<file path="src/rtl/tick_sched_if.sv">
// tick_sched_if: divisor-reprogramming handshake for tick_sched.
//   cfg_valid  master->slave  new divisor offered
//   cfg_div    master->slave  divisor value, tick period = cfg_div+1
//   cfg_ready  slave->master  controller can accept a divisor
// A transfer happens on a rising clock edge where cfg_valid && cfg_ready.
interface tick_sched_if #(
    parameter int WIDTH = 16
);
    logic             cfg_valid;
    logic [WIDTH-1:0] cfg_div;
    logic             cfg_ready;

    modport master (output cfg_valid, output cfg_div, input cfg_ready);
    modport slave  (input cfg_valid, input cfg_div, output cfg_ready);
endinterface

</file>
<file path="src/rtl/tick_sched.sv">
// tick_sched: tick scheduler for the clock-divider datapath.
//   A runtime-programmable prescaler produces a base tick. Each base tick is a
//   slot boundary; slots are served round-robin (fixed TDM) and the served slot
//   gets a one-cycle enable pulse on tick_o if it was requesting.
// Ports:
//   clk        system clock, rising edge
//   rst        asynchronous active-low reset
//   en         run(1)/stop(0)
//   req        per-slot request, sampled on that slot's boundary
//   cfg        tick_sched_if.slave divisor handshake (cfg_valid/cfg_div/cfg_ready)
//   base_tick  one-cycle pulse per prescaler wrap
//   tick_o     one-hot one-cycle grant pulse (or all zero)
//   slot       slot the next boundary serves
//   tick_cnt   (only with TICK_SCHED_CNT_EN) base tick counter, cleared by a
//              config transfer
// Optional feature macro: TICK_SCHED_CNT_EN
module tick_sched #(
    parameter int WIDTH   = 16,
    parameter int NCH     = 4,
    parameter int DIV_RST = 15,
    parameter int OFFSET  = 0,
    localparam int SW     = $clog2(NCH)
) (
    input  logic             clk,
    input  logic             rst,
    input  logic             en,
    input  logic [NCH-1:0]   req,
    tick_sched_if.slave      cfg,
    output logic             base_tick,
    output logic [NCH-1:0]   tick_o,
    output logic [SW-1:0]    slot
`ifdef TICK_SCHED_CNT_EN
    ,
    output logic [15:0]      tick_cnt
`endif
);

    typedef enum logic {IDLE, RUN} state_t;

    state_t           state;
    logic [WIDTH-1:0] cnt;
    logic [WIDTH-1:0] div_q;
    logic [WIDTH-1:0] pend_div;
    logic             pend;
    logic             boundary;
    logic             xfer;

    // ">=" rather than "==" so a reset phase offset beyond the divisor (or a
    // divisor lowered below the running count) still wraps instead of running
    // off to 2^WIDTH.
    assign boundary = (cnt >= div_q);
    assign xfer     = cfg.cfg_valid && cfg.cfg_ready;

    always_ff @(posedge clk or negedge rst) begin
        if (!rst) begin
            state         <= IDLE;
            cnt           <= WIDTH'(OFFSET);
            div_q         <= WIDTH'(DIV_RST);
            pend_div      <= '0;
            pend          <= 1'b0;
            slot          <= '0;
            base_tick     <= 1'b0;
            tick_o        <= '0;
            cfg.cfg_ready <= 1'b1;
        end else begin
            base_tick <= 1'b0;
            tick_o    <= '0;

            // pend=1 always implies cfg_ready=0, so a transfer never collides
            // with a pending divisor. Ready reopens once nothing is pending;
            // in IDLE that lands one cycle after the divisor is applied.
            if (xfer) begin
                pend_div      <= cfg.cfg_div;
                pend          <= 1'b1;
                cfg.cfg_ready <= 1'b0;
            end else if (!pend && !cfg.cfg_ready) begin
                cfg.cfg_ready <= 1'b1;
            end

            case (state)
                IDLE: begin
                    if (pend) begin
                        div_q <= pend_div;
                        pend  <= 1'b0;
                    end
                    if (en) state <= RUN;
                end
                RUN: begin
                    if (boundary) begin
                        cnt          <= '0;
                        base_tick    <= 1'b1;
                        tick_o[slot] <= req[slot];
                        // Non-requesting slots are consumed, keeping fixed TDM.
                        slot         <= (slot == SW'(NCH-1)) ? '0 : slot + 1'b1;
                        // Uses the registered pend, so a transfer landing on
                        // this same edge waits for the following boundary.
                        if (pend) begin
                            div_q         <= pend_div;
                            pend          <= 1'b0;
                            cfg.cfg_ready <= 1'b1;
                        end
                    end else begin
                        cnt <= cnt + 1'b1;
                    end
                    // Stopping overrides the count but not the pulses above.
                    if (!en) begin
                        state <= IDLE;
                        cnt   <= '0;
                    end
                end
                default: state <= IDLE;
            endcase
        end
    end

`ifdef TICK_SCHED_CNT_EN
    // Counts in step with base_tick (same edge it rises), so it can only move
    // while running.
    always_ff @(posedge clk or negedge rst) begin
        if (!rst)                        tick_cnt <= '0;
        else if (xfer)                   tick_cnt <= '0;
        else if (state == RUN && boundary) tick_cnt <= tick_cnt + 1'b1;
    end
`endif

endmodule

</file>
<file path="src/flat_wrapper.sv">
// flat-port wrapper written by rule: the top's interface ports become plain ports
module tick_sched_flat 
#(
    parameter int WIDTH   = 16,
    parameter int NCH     = 4,
    parameter int DIV_RST = 15,
    parameter int OFFSET  = 0,
    localparam int SW     = $clog2(NCH)
)
  (clk, rst, en, req, base_tick, tick_o, slot, cfg_cfg_valid, cfg_cfg_div, cfg_cfg_ready);
  tick_sched_if #(.WIDTH(WIDTH)) cfg_i ();
  input  logic clk;
  input  logic rst;
  input  logic en;
  input  logic [NCH-1:0] req;
  output logic base_tick;
  output logic [NCH-1:0] tick_o;
  output logic [SW-1:0] slot;
  input wire logic [$bits(cfg_i.cfg_valid)-1:0] cfg_cfg_valid;
  input wire logic [$bits(cfg_i.cfg_div)-1:0] cfg_cfg_div;
  output wire logic [$bits(cfg_i.cfg_ready)-1:0] cfg_cfg_ready;
  assign cfg_i.cfg_valid = cfg_cfg_valid;
  assign cfg_i.cfg_div = cfg_cfg_div;
  assign cfg_cfg_ready = cfg_i.cfg_ready;
  tick_sched #(.WIDTH(WIDTH), .NCH(NCH), .DIV_RST(DIV_RST), .OFFSET(OFFSET)) u_core (.clk(clk), .rst(rst), .en(en), .req(req), .cfg(cfg_i), .base_tick(base_tick), .tick_o(tick_o), .slot(slot));
endmodule
</file>
<file path="config.mk">
export PLATFORM = sky130hd
export DESIGN_NAME = tick_sched_flat
export DESIGN_NICKNAME = d
export VERILOG_FILES = /design/src/rtl/tick_sched_if.sv /design/src/rtl/tick_sched.sv /design/src/flat_wrapper.sv
export SDC_FILE = /design/constraint.sdc
export NUM_CORES = 1
export LEC_CHECK = 0
export ABC_AREA = 1
export CAP_MARGIN = 20
export CELL_PAD_IN_SITES_DETAIL_PLACEMENT = 2
export CELL_PAD_IN_SITES_GLOBAL_PLACEMENT = 2
export CORE_AREA = 3 3 80 112
export DETAILED_ROUTE_END_ITERATION = 12
export DIE_AREA = 0 0 83 115
export PLACE_DENSITY_LB_ADDON = 0.1
export SLEW_MARGIN = 20
export SYNTH_ARGS = -nofsm -noshare
export SYNTH_HDL_FRONTEND = slang
export SYNTH_SLANG_ARGS = --single-unit
</file>
<file path="constraint.sdc">
create_clock -name clk -period 4.4 [get_ports clk]
set_input_delay 1.32 -clock clk [delete_from_list [all_inputs] [get_ports clk]]
set_output_delay 1.32 -clock clk [all_outputs]
set_load 0.05 [all_outputs]
</file>
==> run summary, run 1 <==
YOSYS
------------------------------------------------------------------------------------
Post-Synthesis Cells                                                             332
Post-synthesis net count                                                         377
Share of synthesized area occupied by flip-flops and latches                   47.8%
Netlist Area Pre-Place                                                      3050 µm²
EDFF count, synth                                                                  0
Most area-consuming cells after synthesis                               sky130_fd_sc_hd__dfrtp_1 (44%), sky130_fd_sc_hd__nand2_1 (9.4%), sky130_fd_sc_hd__ha_1 (8.6%)
Warnings, synthesis                                                                0
Synthesized area divided by synthesized cell count                          9.18 µm²
Yosys top cell by area                                                  sky130_fd_sc_hd__dfrtp_1
Proportion of synthesized flip-flops having asynchronous set or reset           100%
Top_reg_cell synth                                                      sky130_fd_sc_hd__dfrtp_1
Cell variety after synth                                                          28
Post-synth top area share                                                      43.5%
Number of storage elements in the synthesis netlist                               58

ROUTING
------------------------------------------------------------------------------------
Number of antenna-violating nets in the routed design                              0
Total number of vias                                                            2344
DRT iter0 DRCs                                                                    50
Routed wire length                                                           7.65 mm
Drt via density                                                                 4.96
First-pass DRT Iterations                                                          4
Drt wl/cell                                                                  16.2 µm
Residual DRC count                                                                 0

CLOCK NETWORK
------------------------------------------------------------------------------------
TritonCTS clock tree                                                            done
Number of buffers added by the clock tree synthesis step                           9
Number of clock sinks seen by CTS                                                 58
Later-pin clock latency in the skew report                                   0.33 ns
Hold Buf Count CTS                                                                 0
Post-CTS resize count                                                              0
Clock-pin transition on the worst setup and hold timing paths                0.05 ns
Number of H-tree levels                                                            3
Number of buffers added for setup after CTS                                        0
Root Buffer Master                                                      sky130_fd_sc_hd__clkbuf_16
Number of buffers on the longest clock path                                        2

SETUP PATH
------------------------------------------------------------------------------------
Crit path DAT                                                                1.68 ns
Worst setup SP type                                                         register
Number of buffers and inverters on the critical path                               1
CP Capture Type                                                          output port
Ordered cell list for the critical path                                 clkdlybuf4s50_1
Launching point of the worst reg2reg path                               u_core.div_q[3]
Crit path kind                                                            reg -> out
Required time of the critical path                                           3.08 ns
Cell family with the largest share of critical-path delay               buffers and inverters
Reg2Reg Capture Point                                                   u_core.div_q[12]
Depth of the worst register-to-register path                                      13
FF-to-FF setup slack                                                         1.94 ns
Max stage delay cell, worst path                                        sky130_fd_sc_hd__clkdlybuf4s50_1
CP Max Fanout                                                                      4
Delay of the slowest cell on the worst path                                  0.81 ns

STA
------------------------------------------------------------------------------------
RSZ-0062 raised after global routing                                              no
Setup skew after layout                                                   0.00579 ns
Setup TNS                                                                       0 ns
Final count of negative-setup-slack endpoints                                      0
Upper clock frequency limit                                                  333 MHz
Final worst-path cycle share                                                   68.2%
Final Hold Fails                                                                   0
Worst Hold Slack                                                            0.466 ns
Max-Slew Margin vs Limit                                                       49.6%
Max-slew violation count                                                           0
Worst setup margin                                                           1.40 ns
Least-Margin Pin Slew                                                       0.757 ns
Fin crit period                                                              3.00 ns

GLOBAL ROUTE
------------------------------------------------------------------------------------
Global-route met3 utilization                                                  3.66%
Via count of the first global-routing pass                                      2685
Overflow after GRT                                                                 0
Global routing met1 resource utilization                                       20.2%
Antenna violations before repair                                                   0
Layer with the highest usage after global routing                               met2
GRT Overall Usage                                                              17.9%
First-pass GRT wire length                                                   13.3 mm
Met2 usage in global routing                                                   32.6%
Maximum number of pins on one net before global-route repair                      32

CELLS AND AREA
------------------------------------------------------------------------------------
Finished Layout Cells                                                            473
Total non-filler cell area in the finished layout                           3710 µm²
Net count of the finished layout                                                 411
Fraction of layout cells with a size suffix above 1                            13.2%
Synth-to-layout area growth                                                    21.9%
ANT cells                                                                          0

PLACEMENT
------------------------------------------------------------------------------------
Place WS                                                                     1.56 ns
Cell Count Post-Placement                                                        457
Half-perimeter wire length after detailed placement                          5.52 mm
Total of buffers placed on input and output ports                                 31
Placed standard-cell area                                                   3430 µm²
Final weighted congestion in routability-driven placement                      0.742

DIE
------------------------------------------------------------------------------------
I/O pin total                                                                     32
Die extent in y                                                               115 µm
Floorplan core area                                                         8100 µm²
Total die area                                                              9550 µm²
Horizontal die dimension                                                       83 µm
Number of placement rows                                                          39
Initial core utilization                                                       37.6%

POWER
------------------------------------------------------------------------------------
Leak                                                                         1.74 nW
Worst vdd rail ir drop                                                    0.000331 V
Power density cells                                                       572 nW/µm²

HOLD PATH
------------------------------------------------------------------------------------
Worst Hold Path Cells                                                              2
Hold path start                                                         u_core.div_q[7]
Class of the most critical hold timing path                               reg -> reg
Endpoint of the worst hold-timing path                                  u_core.div_q[7]

RUN
------------------------------------------------------------------------------------
Max cap viols                                                                      0

STATUS
------------------------------------------------------------------------------------
Status                                                                  finished, final reports clean

[state kept, by name (all words and copies together) (netlist names)]
signal,count
u_core.cnt,16
u_core.state,1
u_core.div_q,16
u_core.tick_o,4
u_core.pend,1
u_core.pend_div,16
u_core.cfg.cfg_ready,1
u_core.slot,2
u_core.base_tick,1
[layout make-up]
class	instances	area (µm²)
inverters	47	176
flip-flops and latches	58	1460
clock buffers	11	233
well taps	102	128
clock inverters	5	56.3
fillers	903	4390
multi-input cells	218	1350
repair buffers	32	313
[logic make-up (layout without fill, tap and decap cells)]
group                      count (synthesis)  after routing  synth area share (%)
muxes                                     16             16                  5.91
buffers and inverters                     56             95                  7.80
DFF                                       58             58                  47.8
adders and majority gates                 21             21                  8.62
xor gates and xnor gates                  10             10                  2.87
AOI/OAI and AO/OA                         35             35                  7.35
and+or+nand+nor                          136            136                  19.6
[metrics by stage]
step / utilization [%] / power (W)
after floorplan: - / 0.00125
after global placement: 42.3 / 0.00140
after detailed placement: 42.3 / 0.00145
after CTS: 45.9 / 0.00217
after global routing: 45.9 / 0.00230
final: 45.9 / 0.00212
[Yosys cell counts (4+ instances only)]
| library cell | number |
|---|---|
| sky130_fd_sc_hd__a21oi_1 | 8 |
| sky130_fd_sc_hd__buf_2 | 4 |
| sky130_fd_sc_hd__dfrtp_1 | 53 |
| sky130_fd_sc_hd__dfstp_2 | 5 |
| sky130_fd_sc_hd__ha_1 | 21 |
| sky130_fd_sc_hd__inv_1 | 47 |
| sky130_fd_sc_hd__mux2_2 | 16 |
| sky130_fd_sc_hd__nand2_1 | 76 |
| sky130_fd_sc_hd__nand3_1 | 19 |
| sky130_fd_sc_hd__nor2_1 | 24 |
| sky130_fd_sc_hd__nor3_1 | 4 |
| sky130_fd_sc_hd__o21ai_0 | 6 |
| sky130_fd_sc_hd__o21bai_1 | 14 |
| sky130_fd_sc_hd__xor2_1 | 9 |
[metal layers]
metal | up-vias | part of all wire (%) | wire (µm)
met2 | 28 | 54 | 4160
met1 | 1174 | 41 | 3130
met4 | 0 | 2.4 | 180
met5 | - | 0 | 0
met3 | 13 | 2.4 | 185
li1 | 1129 | - | -
[power breakdown]
| part | switching, W | total [W] | leakage [nW] | internal (W) |
|---|---|---|---|---|
| Combinational | 0.000339 | 0.000584 | 0.873 | 0.000245 |
| Clock | 0.000243 | 0.000680 | 0.139 | 0.000437 |
| Sequential | 0.000141 | 0.000859 | 0.728 | 0.000718 |
| Total | 0.000723 | 0.00212 | 1.74 | 0.00140 |
[cell usage in the layout (no fill, tap or decap), types with 2 or more instances in the layout]
cell type,synthesis,final
sky130_fd_sc_hd__nor2_1,24,24
sky130_fd_sc_hd__o22ai_1,2,2
sky130_fd_sc_hd__nand3_1,19,19
sky130_fd_sc_hd__mux2_2,16,16
sky130_fd_sc_hd__o21bai_1,14,14
sky130_fd_sc_hd__nand2_1,76,76
sky130_fd_sc_hd__nand3_2,3,3
sky130_fd_sc_hd__nor3_1,4,4
sky130_fd_sc_hd__clkbuf_1,2,2
sky130_fd_sc_hd__nor2_2,2,2
sky130_fd_sc_hd__xor2_1,9,9
sky130_fd_sc_hd__a21oi_1,8,8
sky130_fd_sc_hd__o21ai_1,2,2
sky130_fd_sc_hd__clkdlybuf4s50_1,0,30
sky130_fd_sc_hd__inv_1,47,47
sky130_fd_sc_hd__dfrtp_1,53,53
sky130_fd_sc_hd__clkinv_2,0,2
sky130_fd_sc_hd__nand4_1,2,2
sky130_fd_sc_hd__o21ai_0,6,6
sky130_fd_sc_hd__dfstp_2,5,5
sky130_fd_sc_hd__clkbuf_16,0,9
sky130_fd_sc_hd__nor3_2,2,2
sky130_fd_sc_hd__nand2_2,3,3
sky130_fd_sc_hd__ha_1,21,21
[worst max-delay path by stage]
| stage | end | slack (ns) | depth (start not counted) | startpoint |
|---|---|---|---|---|
| 2_1_floorplan | u_core.pend_div[10] | 2.18 | 3 | cfg_cfg_valid |
| 3_3_place_gp | u_core.pend_div[12] | 1.62 | 3 | cfg_cfg_valid |
| 3_5_place_dp | u_core.pend_div[2] | 1.56 | 3 | cfg_cfg_valid |
| 4_1_cts | cfg_cfg_ready | 1.38 | 1 | u_core.cfg.cfg_ready |
| 5_1_grt | slot[0] | 1.36 | 1 | u_core.slot[0] |
| 6_report | cfg_cfg_ready | 1.40 | 1 | u_core.cfg.cfg_ready |
Note: power is estimated with default switching activity, not from simulation.
==> run 2, diff against run 1 <==
Settings changed: CORE_AREA 3 3 80 112 to 3 3 87 122, DIE_AREA 0 0 83 115 to 0 0 90 125.
Clock period 4.4 ns to 2.55 ns, I/O delays scaled along.
==> run 2 against run 1 <==
Clock power rose by 65%. Worst hold slack got worse by 0.11 ns. Global-route usage fell by 3.7 points. Critical path type unchanged. Largest power group unchanged. Via count fell by 1.3%. Clock-buffer cell count fell by 2. Wire length fell by 3.8%. Total power rose by 69%. Clock skew barely moved. Core utilization fell by 6.3 points. Final cell count rose by 7.2%. Sequential power rose by 65%.
==> run summary, run 2 (same netlist as run 1, synthesis figures left out) <==
ROUTING
----------------------------------------------------------------------------
Drt wl/cell                                                          14.5 µm   -10%
Number of antenna-violating nets in the routed design                      0   unchanged
Drt via density                                                         4.56   -7.9%
First-pass DRT Iterations                                                  4   unchanged
Routed wire length                                                   7.36 mm   -3.8%
DRT iter0 DRCs                                                            53   +6.0%
Residual DRC count                                                         0   unchanged
Total number of vias                                                    2313   -1.3%

DIE
----------------------------------------------------------------------------
I/O pin total                                                             32   unchanged
Number of placement rows                                                  42   +7.7%
Initial core utilization                                               31.9%   -5.8 points
Total die area                                                     11300 µm²   +18%
Die extent in y                                                       125 µm   +8.7%
Floorplan core area                                                 9560 µm²   +18%
Horizontal die dimension                                               90 µm   +8.4%

STA
----------------------------------------------------------------------------
Final count of negative-setup-slack endpoints                              0   unchanged
Worst Hold Slack                                                    0.351 ns   -0.115 ns
Setup skew after layout                                           0.00535 ns   -0.000440 ns
Final worst-path cycle share                                           95.7%
Least-Margin Pin Slew                                               0.516 ns   -0.241 ns
Worst setup margin                                                  0.108 ns   -1.29 ns
RSZ-0062 raised after global routing                                      no
Max-slew violation count                                                   0   unchanged
Fin crit period                                                      2.44 ns
Setup TNS                                                               0 ns   unchanged
Final Hold Fails                                                           0   unchanged
Upper clock frequency limit                                          410 MHz
Max-Slew Margin vs Limit                                               65.5%   +16 points

CLOCK NETWORK
----------------------------------------------------------------------------
TritonCTS clock tree                                                    done
Hold Buf Count CTS                                                         0   unchanged
Root Buffer Master                                              sky130_fd_sc_hd__clkbuf_16
Number of buffers on the longest clock path                                2   unchanged
Post-CTS resize count                                                      0   unchanged
Number of clock sinks seen by CTS                                         58   unchanged
Number of buffers added for setup after CTS                                0   unchanged
Clock-pin transition on the worst setup and hold timing paths        0.05 ns   about the same
Number of H-tree levels                                                    3   unchanged
Number of buffers added by the clock tree synthesis step                   9   unchanged
Later-pin clock latency in the skew report                           0.33 ns   about the same

SETUP PATH
----------------------------------------------------------------------------
Crit path DAT                                                        1.68 ns   about the same
Crit path kind                                                    reg -> out
Required time of the critical path                                   1.79 ns   -1.29 ns
FF-to-FF setup slack                                                 0.47 ns   -1.47 ns
Worst setup SP type                                                 register
Delay of the slowest cell on the worst path                          0.80 ns   about the same
Cell family with the largest share of critical-path delay       buffers and inverters
Number of buffers and inverters on the critical path                       1   unchanged
Levels on crit path                                                        1   unchanged
Max stage delay cell, worst path                                sky130_fd_sc_hd__clkdlybuf4s50_1
CP Capture Type                                                  output port
Depth of the worst register-to-register path                              11   -2
CP Max Fanout                                                              4   unchanged
Ordered cell list for the critical path                         clkdlybuf4s50_1

CELLS AND AREA
----------------------------------------------------------------------------
Commonest non-fill, non-tap cells in the layout                 sky130_fd_sc_hd__nand2_1 (76), sky130_fd_sc_hd__dfrtp_1 (53), sky130_fd_sc_hd__inv_1 (47)
ANT cells                                                                  0   unchanged
Net count of the finished layout                                         415   +0.97%
Fraction of layout cells with a size suffix above 1                    14.7%   +1.5 points
FF+latch area                                                       1460 µm²   unchanged
Finished Layout Cells                                                    507   +7.2%
Largest registers in the final layout                           u_core.cnt x16, u_core.div_q x16, u_core.pend_div x16
Commonest non-fill, non-tap cell in the layout                  sky130_fd_sc_hd__nand2_1
Share of the core filled with cells                                    39.6%   -6.3 points
Synth-to-layout area growth                                            24.3%
Multi-input combinational cell area                                 1350 µm²   unchanged
Layout fillers                                                          1090   +21%

RUN
----------------------------------------------------------------------------
Max cap viols                                                              0   unchanged

POWER
----------------------------------------------------------------------------
Sw power                                                           0.00124 W   +72%
Power density cells                                               946 nW/µm²   +65%
Net switching share of the total power                                 34.7%   +0.59 points
Worst vdd rail ir drop                                            0.000558 V   +69%
Internal power consumption                                         0.00234 W   +67%
Leak                                                                 1.76 nW   +0.92%
Combinational fraction of design power                                 29.0%   +1.5 points
Proportion of power drawn by flip-flops and latches                    39.7%   -0.8 points
Fraction of power consumed by the clock network                        31.3%   -0.7 points

GLOBAL ROUTE
----------------------------------------------------------------------------
Overflow after GRT                                                         0   unchanged
GRT Overall Usage                                                      14.1%   -3.7 points
Via count of the first global-routing pass                              2597   -3.3%
Antenna violations before repair                                           0   unchanged
Maximum number of pins on one net before global-route repair              46   +44%
First-pass GRT wire length                                           12.6 mm   -5.7%

PLACEMENT
----------------------------------------------------------------------------
Total of buffers placed on input and output ports                         31   unchanged
Cell Count Post-Placement                                                491   +7.4%
Final weighted congestion in routability-driven placement              0.694   -6.4%
Half-perimeter wire length after detailed placement                  5.56 mm   +0.70%
Place WS                                                            0.426 ns   -1.14 ns

STATUS
----------------------------------------------------------------------------
Status                                                          finished, final reports clean

HOLD PATH
----------------------------------------------------------------------------
Class of the most critical hold timing path                      in -> async

-- run 2: cell count changes in the layout (fill, tap and decap cells not counted), sizes merged --
cell / delta
buf: +4
clkbuf: -2
bufinv: -1
clkinv: +1
clkinvlp: +1
inv: +1
-- run 2: area by class of cell --
type | count | share of cell area [%]
Sequential cell | 58 | 38.5
Inverter | 47 | 4.66
Clock buffer | 9 | 5.95
Tap cell | 132 | 4.36
Timing Repair Buffer | 36 | 9.39
Multi-Input combinational cell | 218 | 35.7
Clock inverter | 7 | 1.45
-- run 2: path summary, 6_finish.rpt --
path | from | endpoint
max in group asynchronous | rst | u_core.cfg.cfg_ready
worst min-delay path | rst | u_core.cnt[3]
worst min register to register | u_core.div_q[8] | u_core.div_q[8]
min in group clk | u_core.div_q[8] | u_core.div_q[8]
worst max register to register | u_core.div_q[3] | u_core.cnt[11]
worst max-delay path | u_core.cfg.cfg_ready | cfg_cfg_ready
-- run 2: power by group through the flow --
stage	Clock [W]	Combinational, W	Sequential [W]
2_1_floorplan	0	0.000700	0.00146
3_3_place_gp	0	0.00102	0.00143
3_5_place_dp	0	0.00106	0.00144
4_1_cts	0.00116	0.00108	0.00143
5_1_grt	0.00120	0.00123	0.00146
6_report	0.00112	0.00104	0.00142
-- run 2: metal layers --
layer	up-vias	routed length (µm)	global-route usage, %
met5	-	0	0
met4	0	142	6.22
met3	11	231	3.31
met2	31	3800	24.3
met1	1138	3190	16.7
li1	1133	-	-
-- run 2: metrics by stage --
stage / instance area [µm²] / total power, W
final: 3790 / 0.00358
after detailed placement: 3510 / 0.00251
after global routing: 3790 / 0.00389
after global placement: 3510 / 0.00244
after CTS: 3790 / 0.00367
after floorplan: 3050 / 0.00216
==> run 3, diff against run 2 <==
Settings changed: CORE_AREA 3 3 87 122 to 3 3 83 117, DIE_AREA 0 0 90 125 to 0 0 86 120, PLACE_DENSITY from default to 0.76, PLACE_DENSITY_LB_ADDON 0.1 to default, TNS_END_PERCENT from default to 20.
Clock period 2.55 ns to 2.3 ns, I/O delays scaled along.
==> run 3 against run 2 <==
Total power rose by 19%. Clock-buffer cell count rose by 1. Sequential share of layout area fell by 0.19 points. Non-clock buffer count rose by 1. Clock power rose by 33%. Critical path depth did not move. Design area rose by 0.50%. Worst hold slack got worse by 0.074 ns.
==> run summary, run 3 (same netlist as run 1, synthesis figures left out) <==
STA
----------------------------------------------------------------------------
Fin crit period                                                      2.18 ns
Worst Hold Slack                                                    0.277 ns   -0.0744 ns
Worst setup margin                                                  0.124 ns   +0.0157 ns
RSZ-0062 raised after global routing                                      no
Setup TNS                                                               0 ns   unchanged
Max-Slew Margin vs Limit                                               64.4%   -1.1 points
Max-slew violation count                                                   0   unchanged
Final Hold Fails                                                           0   unchanged
Upper clock frequency limit                                          460 MHz
Final count of negative-setup-slack endpoints                              0   unchanged
Setup skew after layout                                            0.0101 ns   +0.00478 ns
Final worst-path cycle share                                           94.6%
Least-Margin Pin Slew                                               0.532 ns   +0.0168 ns

SETUP PATH
----------------------------------------------------------------------------
Number of buffers and inverters on the critical path                       1   unchanged
Max stage delay cell, worst path                                sky130_fd_sc_hd__clkdlybuf4s50_1
Cell family with the largest share of critical-path delay       buffers and inverters
Delay of the slowest cell on the worst path                          0.82 ns   +0.02 ns
Worst setup SP type                                                 register
Ordered cell list for the critical path                         clkdlybuf4s50_1
Required time of the critical path                                   1.61 ns   -0.18 ns
Crit path DAT                                                        1.49 ns   -0.19 ns
Crit path kind                                                    reg -> out
CP Capture Type                                                  output port
CP Max Fanout                                                              1   -3

GLOBAL ROUTE
----------------------------------------------------------------------------
GRT Overall Usage                                                      18.2%   +4.1 points
Via count of the first global-routing pass                              2806   +8.0%
Antenna violations before repair                                           0   unchanged
First-pass GRT wire length                                           14.1 mm   +12%
Overflow after GRT                                                         0   unchanged
Maximum number of pins on one net before global-route repair              46   unchanged

PLACEMENT
----------------------------------------------------------------------------
Half-perimeter wire length after detailed placement                  5.82 mm   +4.7%
Total of buffers placed on input and output ports                         31   unchanged
Place WS                                                            0.287 ns   -0.139 ns
Final weighted congestion in routability-driven placement              0.740   +6.6%

CLOCK NETWORK
----------------------------------------------------------------------------
Number of clock sinks seen by CTS                                         58   unchanged
Number of buffers on the longest clock path                                2   unchanged
Clock-pin transition on the worst setup and hold timing paths        0.06 ns   about the same
Root Buffer Master                                              sky130_fd_sc_hd__clkbuf_16
Number of buffers added by the clock tree synthesis step                   9   unchanged
Number of H-tree levels                                                    3   unchanged
TritonCTS clock tree                                                    done
Later-pin clock latency in the skew report                           0.34 ns   about the same

ROUTING
----------------------------------------------------------------------------
Total number of vias                                                    2380   +2.9%
DRT iter0 DRCs                                                            45   -15%
Drt wl/cell                                                          17.0 µm   +17%
First-pass DRT Iterations                                                  3   -1
Number of antenna-violating nets in the routed design                      0   unchanged
Residual DRC count                                                         0   unchanged
Routed wire length                                                   8.23 mm   +12%
Drt via density                                                         4.93   +8.0%

CELLS AND AREA
----------------------------------------------------------------------------
Fraction of layout cells with a size suffix above 1                    15.4%   +0.76 points
Commonest non-fill, non-tap cells in the layout                 sky130_fd_sc_hd__nand2_1 (76), sky130_fd_sc_hd__dfrtp_1 (53), sky130_fd_sc_hd__inv_1 (47)
FF+latch area                                                       1460 µm²   unchanged
Share of the core filled with cells                                    42.9%   +3.3 points
Multi-input combinational cell area                                 1350 µm²   unchanged
Synth-to-layout area growth                                            24.9%
Largest registers in the final layout                           u_core.cnt x16, u_core.div_q x16, u_core.pend_div x16
Commonest non-fill, non-tap cell in the layout                  sky130_fd_sc_hd__nand2_1
ANT cells                                                                  0   unchanged
Layout fillers                                                           974   -11%
Net count of the finished layout                                         416   +0.24%

DIE
----------------------------------------------------------------------------
Number of placement rows                                                  41   -2.4%
Total die area                                                     10300 µm²   -8.3%
Die extent in y                                                       120 µm   -4.0%
Floorplan core area                                                 8870 µm²   -7.2%
Initial core utilization                                               34.3%   +2.5 points
I/O pin total                                                             32   unchanged
Horizontal die dimension                                               86 µm   -4.4%

HOLD PATH
----------------------------------------------------------------------------
Class of the most critical hold timing path                      in -> async

POWER
----------------------------------------------------------------------------
Leak                                                                 1.79 nW   +2.1%
Worst vdd rail ir drop                                            0.000555 V   -0.50%
Power density cells                                              1120 nW/µm²   +18%

RUN
----------------------------------------------------------------------------
Max cap viols                                                              0   unchanged

STATUS
----------------------------------------------------------------------------
Status                                                          finished, final reports clean

-- run 3: cell count changes in the layout (fill, tap and decap cells not counted), sizes merged --
cell / delta
buf: +3
clkdlybuf4s50: -3
bufinv: +2
clkbuf: +1
clkinv: -1
clkinvlp: -1
dlygate4sd2: +1
inv: -1
-- run 3: power by group --
part	total, W	switching (W)	leakage, nW	internal, W
logic	0.00117	0.000689	0.906	0.000477
clock network	0.00149	0.000507	0.159	0.000979
registers	0.00160	0.000225	0.728	0.00137
-- run 3: path summary, 6_finish.rpt --
check                                  from              end  slack, ns  cells after the start
setup / recovery           u_core.tick_o[0]        tick_o[0]       0.12                      1
hold / removal                          rst   u_core.cnt[14]       0.28                      1
setup reg to reg            u_core.div_q[3]  u_core.div_q[7]       0.28                     13
hold reg to reg             u_core.div_q[2]  u_core.div_q[2]       0.47                      2
max in group asynchronous               rst  u_core.div_q[1]       1.40                      2
min in group clk            u_core.div_q[2]  u_core.div_q[2]       0.47                      2
-- run 3: cell type report --
class | count | area share (%)
clock inverters | 6 | 2.37
multi-input cells | 218 | 35.5
well taps | 107 | 3.52
flip-flops and latches | 58 | 38.3
repair buffers | 37 | 9.37
inverters | 47 | 4.64
clock buffers | 10 | 6.28
-- run 3: per-stage QoR --
stage | total power, W | cells | cell area, µm²
3_5_place_dp | 0.00279 | 467 | 3480
6_report | 0.00425 | 483 | 3800
3_3_place_gp | 0.00271 | 467 | 3480
5_1_grt | 0.00456 | 483 | 3800
2_1_floorplan | 0.00240 | 332 | 3050
4_1_cts | 0.00434 | 483 | 3800
-- run 3: repair_timing --
| action | 4_1_cts | 5_1_grt |
|---|---|---|
| setup endpoints to repair | 1 | 0 |
| buffers inserted | 0 | 0 |
| hold buffers | 0 | 0 |
| gates resized for setup | 1 | 0 |
-- run 3: routing by layer --
metal	global-route usage (%)	part of all wire, %
met1	18.8	38
met2	33.9	57
met3	4.12	3.0
met4	8.42	2.2
met5	0	0
